`src/rtl/rightrotate_seq.sv`:
```
// rightrotate_seq
// ---------------
// Multi-cycle right rotator for the MD5 datapath. It is the inverse of the
// combinational left rotator. An iterative shifter moves at most STEP bits
// per clock, so it is much smaller than a full barrel rotator.
//
// Handshake:
//   - A transfer happens on a rising edge where valid & ready are both 1.
//   - A producer holds valid and its payload stable until that edge.
//   - The side that raises ready may not make it depend on valid.
//   - in_ready is high only in IDLE; out_valid is high only in DONE.
//   - Only one operation is in flight at a time.
//
// Parameters:
//   WIDTH - data width; a power of two, at least 2.
//   STEP  - maximum bits rotated per clock, 1..WIDTH-1.
//   AW    - width of the shift amount, $clog2(WIDTH).
//
// Ports:
//   clk          - clock; all state changes on the rising edge.
//   rst_n        - asynchronous, active-low reset.
//   dir_left     - (ROTATE_DIR_SEL_EN only) 1 = rotate left instead of right.
//   in_valid     - request valid.
//   in_ready     - the block can accept a request.
//   in_data      - word to rotate; sampled only at the accept edge.
//   shift_amount - rotate amount, 0..WIDTH-1; sampled only at the accept edge.
//   out_valid    - result valid.
//   out_ready    - the consumer accepts the result.
//   out_data     - working register, holding the rotated word.
//
// Build option:
//   ROTATE_DIR_SEL_EN - when defined, adds the dir_left port.
//   A left rotate by n is run as a right rotate by (WIDTH - n) mod WIDTH.
//
// The FSM state is the `state` signal (type state_t) inside this module.

module rightrotate_seq #(
  parameter int WIDTH = 32,
  parameter int STEP  = 1,
  parameter int AW    = $clog2(WIDTH)
) (
  input  logic             clk,
  input  logic             rst_n,
`ifdef ROTATE_DIR_SEL_EN
  input  logic             dir_left,
`endif
  input  logic             in_valid,
  output logic             in_ready,
  input  logic [WIDTH-1:0] in_data,
  input  logic [AW-1:0]    shift_amount,
  output logic             out_valid,
  input  logic             out_ready,
  output logic [WIDTH-1:0] out_data
);

  typedef enum logic [1:0] {
    IDLE   = 2'd0,
    ROTATE = 2'd1,
    DONE   = 2'd2
  } state_t;

  localparam logic [AW-1:0] STEP_W = AW'(STEP);

  state_t           state;
  state_t           state_nxt;
  logic [AW-1:0]    remaining;
  logic [AW-1:0]    remaining_nxt;
  logic [AW-1:0]    load_amount;
  logic [AW-1:0]    step_k;
  logic [WIDTH-1:0] rotated;
  logic [WIDTH-1:0] data_nxt;

  // WIDTH is a power of two, so (WIDTH - n) mod WIDTH is plain AW-bit
  // negation. Amount 0 stays 0 and goes straight to DONE.
`ifdef ROTATE_DIR_SEL_EN
  assign load_amount = dir_left ? (AW'(0) - shift_amount) : shift_amount;
`else
  assign load_amount = shift_amount;
`endif

  // k = min(STEP, remaining). Because k <= remaining, remaining never underflows.
  assign step_k = (remaining < STEP_W) ? remaining : STEP_W;

  // Rotate right by step_k: bit i takes bit (i + k) mod WIDTH, so bits that
  // leave bit 0 come back in at the top.
  always_comb begin
    rotated = '0;
    for (int i = 0; i < WIDTH; i++) begin
      rotated[i] = out_data[(i + int'(step_k)) % WIDTH];
    end
  end

  assign in_ready  = (state == IDLE);
  assign out_valid = (state == DONE);

  always_comb begin
    state_nxt     = state;
    remaining_nxt = remaining;
    data_nxt      = out_data;
    case (state)
      IDLE: begin
        if (in_valid) begin
          data_nxt      = in_data;
          remaining_nxt = load_amount;
          state_nxt     = (load_amount == '0) ? DONE : ROTATE;
        end
      end
      ROTATE: begin
        data_nxt      = rotated;
        remaining_nxt = remaining - step_k;
        if (remaining == step_k) begin
          state_nxt = DONE;
        end
      end
      DONE: begin
        // The result stays put until it is consumed. A new request waits
        // for IDLE, so requests never overlap.
        if (out_ready) begin
          state_nxt = IDLE;
        end
      end
      default: begin
        state_nxt = IDLE;
      end
    endcase
  end

  always_ff @(posedge clk or negedge rst_n) begin
    if (!rst_n) begin
      state     <= IDLE;
      remaining <= '0;
      out_data  <= '0;
    end else begin
      state     <= state_nxt;
      remaining <= remaining_nxt;
      out_data  <= data_nxt;
    end
  end

endmodule

```
`config.mk`:
```
export PLATFORM = sky130hd
export DESIGN_NAME = rightrotate_seq
export DESIGN_NICKNAME = d
export VERILOG_FILES = /design/src/rtl/rightrotate_seq.sv
export SDC_FILE = /design/constraint.sdc
export NUM_CORES = 1
export LEC_CHECK = 0
export BUFFER_PORTS_ARGS = -buffer_cell sky130_fd_sc_hd__buf_2
export CORE_UTILIZATION = 34
export CTS_BUF_LIST = sky130_fd_sc_hd__clkbuf_4 sky130_fd_sc_hd__clkbuf_8 sky130_fd_sc_hd__clkbuf_16
export CTS_CLUSTER_DIAMETER = 120
export CTS_CLUSTER_SIZE = 40
export DETAILED_ROUTE_END_ITERATION = 10
export PLACE_DENSITY = 0.56
export SETUP_SLACK_MARGIN = 0.2
export SKIP_LAST_GASP = 1
export SLEW_MARGIN = 15
export SYNTH_ARGS = -nofsm -noshare
export SYNTH_HDL_FRONTEND = slang
export SYNTH_SLANG_ARGS = --single-unit
```
`constraint.sdc`:
```
create_clock -name clk -period 9.3 [get_ports clk]
set_clock_uncertainty 0.2 [all_clocks]
set_input_delay 1.395 -clock clk [delete_from_list [all_inputs] [get_ports clk]]
set_output_delay 1.395 -clock clk [all_outputs]
set_load 0.1 [all_outputs]
```
Word level (Yosys, flattened, before mapping)
Index checks and enable logic that the tools add are counted.
W data, S select, Z words.
{"block": "totals", "output_inout_bits": 34, "elab_cells": 246, "ff_bits": 39, "inputBits": 41}
{"block": "classes", "n_reduce_logical": 36, "magnitude_cmp": 33, "bitwise_logic": 31, "n_eq_ne": 6, "addsub": 32, "n_mux": 105}
{"op": "$lt A6 B7 Y1 const B", "count": 31}
{"op": "$bmux W1 S5", "count": 32}
{"op": "$reduce_or A5 Y1", "count": 31}
{"op": "$add A5 B5 Y5 const A", "count": 16}
{"op": "$pmux W32 S2", "count": 1}
{"op": "$mux W1", "count": 63}
{"op": "$add A4 B5 Y5 const A", "count": 8}
{"op": "$mux W32", "count": 1}
{"op": "$and A1 B1 Y1 const A", "count": 31}
{"op": "$add A3 B5 Y5 const A", "count": 4}
{"op": "$add A2 B5 Y5 const A", "count": 2}
{"op": "$mux W5", "count": 2}
{"op": "$pmux W5 S2", "count": 1}
{"op": "$mux W2", "count": 4}
{"op": "$lt A5 B6 Y1 const B", "count": 1}
{"op": "$pmux W2 S3", "count": 1}
{"op": "$add A1 B5 Y5 const A", "count": 1}
{"op": "$eq A5 B5 Y1", "count": 1}
{"op": "$logic_not A5 Y1", "count": 1}
{"op": "$lt A5 B1 Y1 const B", "count": 1}
{"op": "$sub A5 B5 Y5", "count": 1}
{"op": "$ne A2 B2 Y1 const B", "count": 2}
{"op": "$reduce_and A3 Y1", "count": 1}
{"op": "$eq A2 B1 Y1 const B", "count": 1}
{"op": "other kinds (5)", "count": 5}

Logic depth before layout (Yosys ltp)
{"block": "depth", "depth_word": 9, "depth_mapped": 11, "ltp_nobuf": 8}

Least setup slack after synthesis
OpenSTA, ideal clock, no wires.
{"block": "synth_timing", "path_type": "register -> output", "start": "register state[1]", "end": "output port out_valid", "t_arrival_ns": 2.101, "setup_slack_ns": 5.604, "path_stages_with_launch": 5, "n_path_buf": 2, "t_required_ns": 7.705, "path_cell_list": "dfrtp_1 inv_2 clkbuf_1 clkbuf_1 nor2_1"}
{"block": "synth_via", "elab_chain_len": 1}
{"element": "start: declaration", "line_no": "64", "rtl": "state_t state;"}
{"element": "start signal: assignment", "line_no": "134", "rtl": "state <= state_nxt;"}
{"element": "$eq A2 B2 Y1", "line_no": "94", "rtl": "assign out_valid = (state == DONE);"}
{"element": "end: declaration", "line_no": "51", "rtl": "output logic out_valid,"}
Every way passes these cells.

Final worst setup path
{"block": "layout_timing", "start": "register remaining[4]", "end": "register out_data[5]"}
{"block": "layout_via", "elab_chain_len": 7}
{"element": "start: declaration", "line_no": "66", "rtl": "logic [AW-1:0] remaining;"}
{"element": "start signal: assignment", "line_no": "135", "rtl": "remaining <= remaining_nxt;"}
{"element": "$lt A5 B1 Y1", "line_no": "82", "rtl": "assign step_k = (remaining < STEP_W) ? remaining : STEP_W;"}
{"element": "$mux W5 (*)", "line_no": "82"}
{"element": "$add A3 B5 Y5 (*)", "line_no": "89", "rtl": "rotated[i] = out_data[(i + int'(step_k)) % WIDTH];"}
{"element": "$bmux W1 S5 (*)", "line_no": "89"}
{"element": "$mux W1 (not written as such) (*) (2 in series)", "line_no": "89"}
{"element": "$pmux W32 S2 (*)", "line_no": "100", "rtl": "case (state)"}
{"element": "end signal: assignment", "line_no": "136", "rtl": "out_data <= data_nxt;"}
{"element": "end: declaration", "line_no": "53", "rtl": "output logic [WIDTH-1:0] out_data"}
Every way passes the cells marked *; elsewhere a longest branch is shown, timed or not. The select of a mux whose other input is x is not followed.
A chain may end at the register's enable or synchronous reset.

==> results.json <==
{
  "status": "complete, no violations",
  "fin_tns_setup_ns": 0,
  "maxSlewViolCount": 0,
  "die_w_um": 107,
  "cp_top_family": "multiplexers",
  "hold_path.class": "flop to flop",
  "setup_viol": 0,
  "route.detailed.wl_per_inst_um": 19.3,
  "htree_levels": 2,
  "grt_pass1_vias": 3424,
  "grt_antenna_before_repair": 0,
  "fin_crit_ns": 3.36,
  "die-area_um2": 11600,
  "viasPerCell": 5.92,
  "synth_largest_area_cell": "dfrtp_1",
  "async_reset_ff_share_pct": 100,
  "clkTransAtPathRegs_ns": 0.08,
  "cts_hold_buf": 0,
  "numCtsBuffers": 5,
  "row_count": 38,
  "synth_most_common_cell": "a21oi_1",
  "syn-cell-area_um2": 3780,
  "grtUsageTotal_pct": 21.0,
  "worstMarginPinSlew_ns": 0.974,
  "route.detailed.drc": 0,
  "first_pass_iters": 4,
  "synth_top_area_share_pct": 25.8,
  "start_util_pct": 34.9,
  "cp_common_cell": "mux4_2",
  "io-pin-count": 75,
  "cp.arrival_ns": 3.33,
  "grt_util_met1_pct": 27.1,
  "postRouteAntennaNets": 0,
  "placed_area_um2": 4290,
  "cp_slowest_cell": "ha_1",
  "path_buf_inv": 0,
  "fin_crit_sh_pct": 36.1,
  "area_growth_pct": 15.7,
  "synthCells": 382,
  "grt_pass1_wl_mm": 18.6,
  "routed_wl_mm": 11.5,
  "synth_area_leaders": "dfrtp_1 (26%), mux4_2 (21%), a21oi_1 (5.8%)",
  "synth-main-ff-cell": "dfrtp_1",
  "cap_violations": 0,
  "slew_headroom_pct": 35.0,
  "antennaDiodeCount": 0,
  "ys_types": 48,
  "crit_fanout": 24,
  "drive_above_1_share_pct": 31.9,
  "die_h_um": 107,
  "final_core_util_pct": 40.4,
  "met3_usage_pct": 2.36,
  "ys_ff_latch": 39,
  "finalHoldViolations": 0,
  "coreArea_um2": 10800,
  "numClockSinks": 39,
  "rsz0062_at_grt": "false",
  "end_kind": "flop",
  "path_cells": "nor3_2 -> and2_4 -> ha_1 -> mux4_2 -> mux4_2 -> mux2i_1 -> o22ai_1",
  "place_congestion": 0.842,
  "cts_setup_buffers": 0,
  "required_ns": 9.27,
  "postCtsResizedCells": 0,
  "cts_tree": "done",
  "drtIter0Drc": 314,
  "port_buffers": 74,
  "vias": 3540,
  "cts_buffer_depth": 2,
  "yosysWarnings": 0,
  "nets": 515,
  "met2_usage_pct": 36.2,
  "syn_area_per_cell_um2": 9.90,
  "grt_overflow_total": 0,
  "clock.fmax_mhz": 297,
  "clk_latency_ns": 0.30,
  "critical-path-max-stage-delay_ns": 0.54,
  "busiest_layer": "met2",
  "cp-start-kind": "flop",
  "critPathKind": "flop to flop",
  "synth_seq_area_share_pct": 25.8,
  "synth-edff-count": 0,
  "synthTopCellsByCount": "a21oi_1 (44), dfrtp_1 (39), mux4_2 (36)",
  "grt_max_degree": 40,
  "cts-root-buf": "clkbuf_8",
  "hpwl_mm": 8.54,
  "stdcell_area_um2": 4380
}
## layout make-up
| type | count | area (um^2) |
|---|---|---|
| flip-flops and latches | 39 | 976 |
| clock buffers | 6 | 76.3 |
| inverters | 9 | 38.8 |
| fillers | 1129 | 6460 |
| well taps | 140 | 175 |
| multi-input cells | 327 | 2720 |
| repair buffers | 77 | 393 |
## registers in the layout, summed over array words and instances (netlist names)
signal,flops
state,2
remaining,5
out_data,32
## worst paths after layout
| check | end | slack (ns) | depth (start not counted) | from |
|---|---|---|---|---|
| max | out_data[5]$_DFFE_PN0P_ | 5.94 | 7 | remaining[4]$_DFFE_PN0P_ |
| min reg2reg | state[0]$_DFFE_PN0P_ | 0.33 | 1 | state[1]$_DFFE_PN0P_ |
| max reg2reg | out_data[5]$_DFFE_PN0P_ | 5.94 | 7 | remaining[4]$_DFFE_PN0P_ |
| min in group asynchronous | out_data[30]$_DFFE_PN0P_ | 1.05 | 1 | rst_n |
| max in group asynchronous | out_data[9]$_DFFE_PN0P_ | 7.24 | 1 | rst_n |
| min | state[0]$_DFFE_PN0P_ | 0.33 | 1 | state[1]$_DFFE_PN0P_ |
## stage by stage
stage	instances	setup WS (ns)	hold WS [ns]
floorplan	403	5.60	0.283
global placement	591	6.05	0.318
detailed placement	591	5.97	0.321
CTS	597	5.95	0.331
global route	598	5.74	0.370
finish	598	5.94	0.327
## cells in the final DEF (no fill, tap or decap), drive strengths merged, types with 2 or more instances in the layout
cell type | Yosys | final
buf | 5 | 77
a21oi | 45 | 45
dfrtp | 39 | 39
mux4 | 36 | 36
nand2 | 33 | 33
o22ai | 26 | 26
conb | 2 | 23
nor2 | 22 | 22
mux2 | 22 | 22
mux2i | 16 | 16
nand3 | 15 | 15
o22a | 15 | 15
ha | 15 | 15
a31oi | 11 | 11
inv | 9 | 9
o21ai | 7 | 7
clkbuf | 23 | 6
and3 | 5 | 5
a22oi | 4 | 4
o211ai | 4 | 4
or3 | 3 | 3
nand2b | 3 | 3
nor3 | 3 | 3
nor2b | 2 | 2
a21o | 2 | 2
nand3b | 2 | 2
a211o | 2 | 2
a221oi | 2 | 2
## cell families after synthesis
group,synth area share [%]
AOI/OAI and AO/OA,21.1
adders and majority gates,4.96
buffers and inverters,4.56
DFF,25.8
muxes,32.2
other,0.198
and+or+nand+nor,11.2
## layer usage
metal | vias up | wire length (um)
met3 | 13 | 565
met5 | - | 0
met2 | 120 | 5830
met4 | 0 | 254
li1 | 1635 | -
met1 | 1772 | 4880
Power is not shown: default switching activity piles up to over one toggle a cycle in this logic, so the estimate is an artifact.
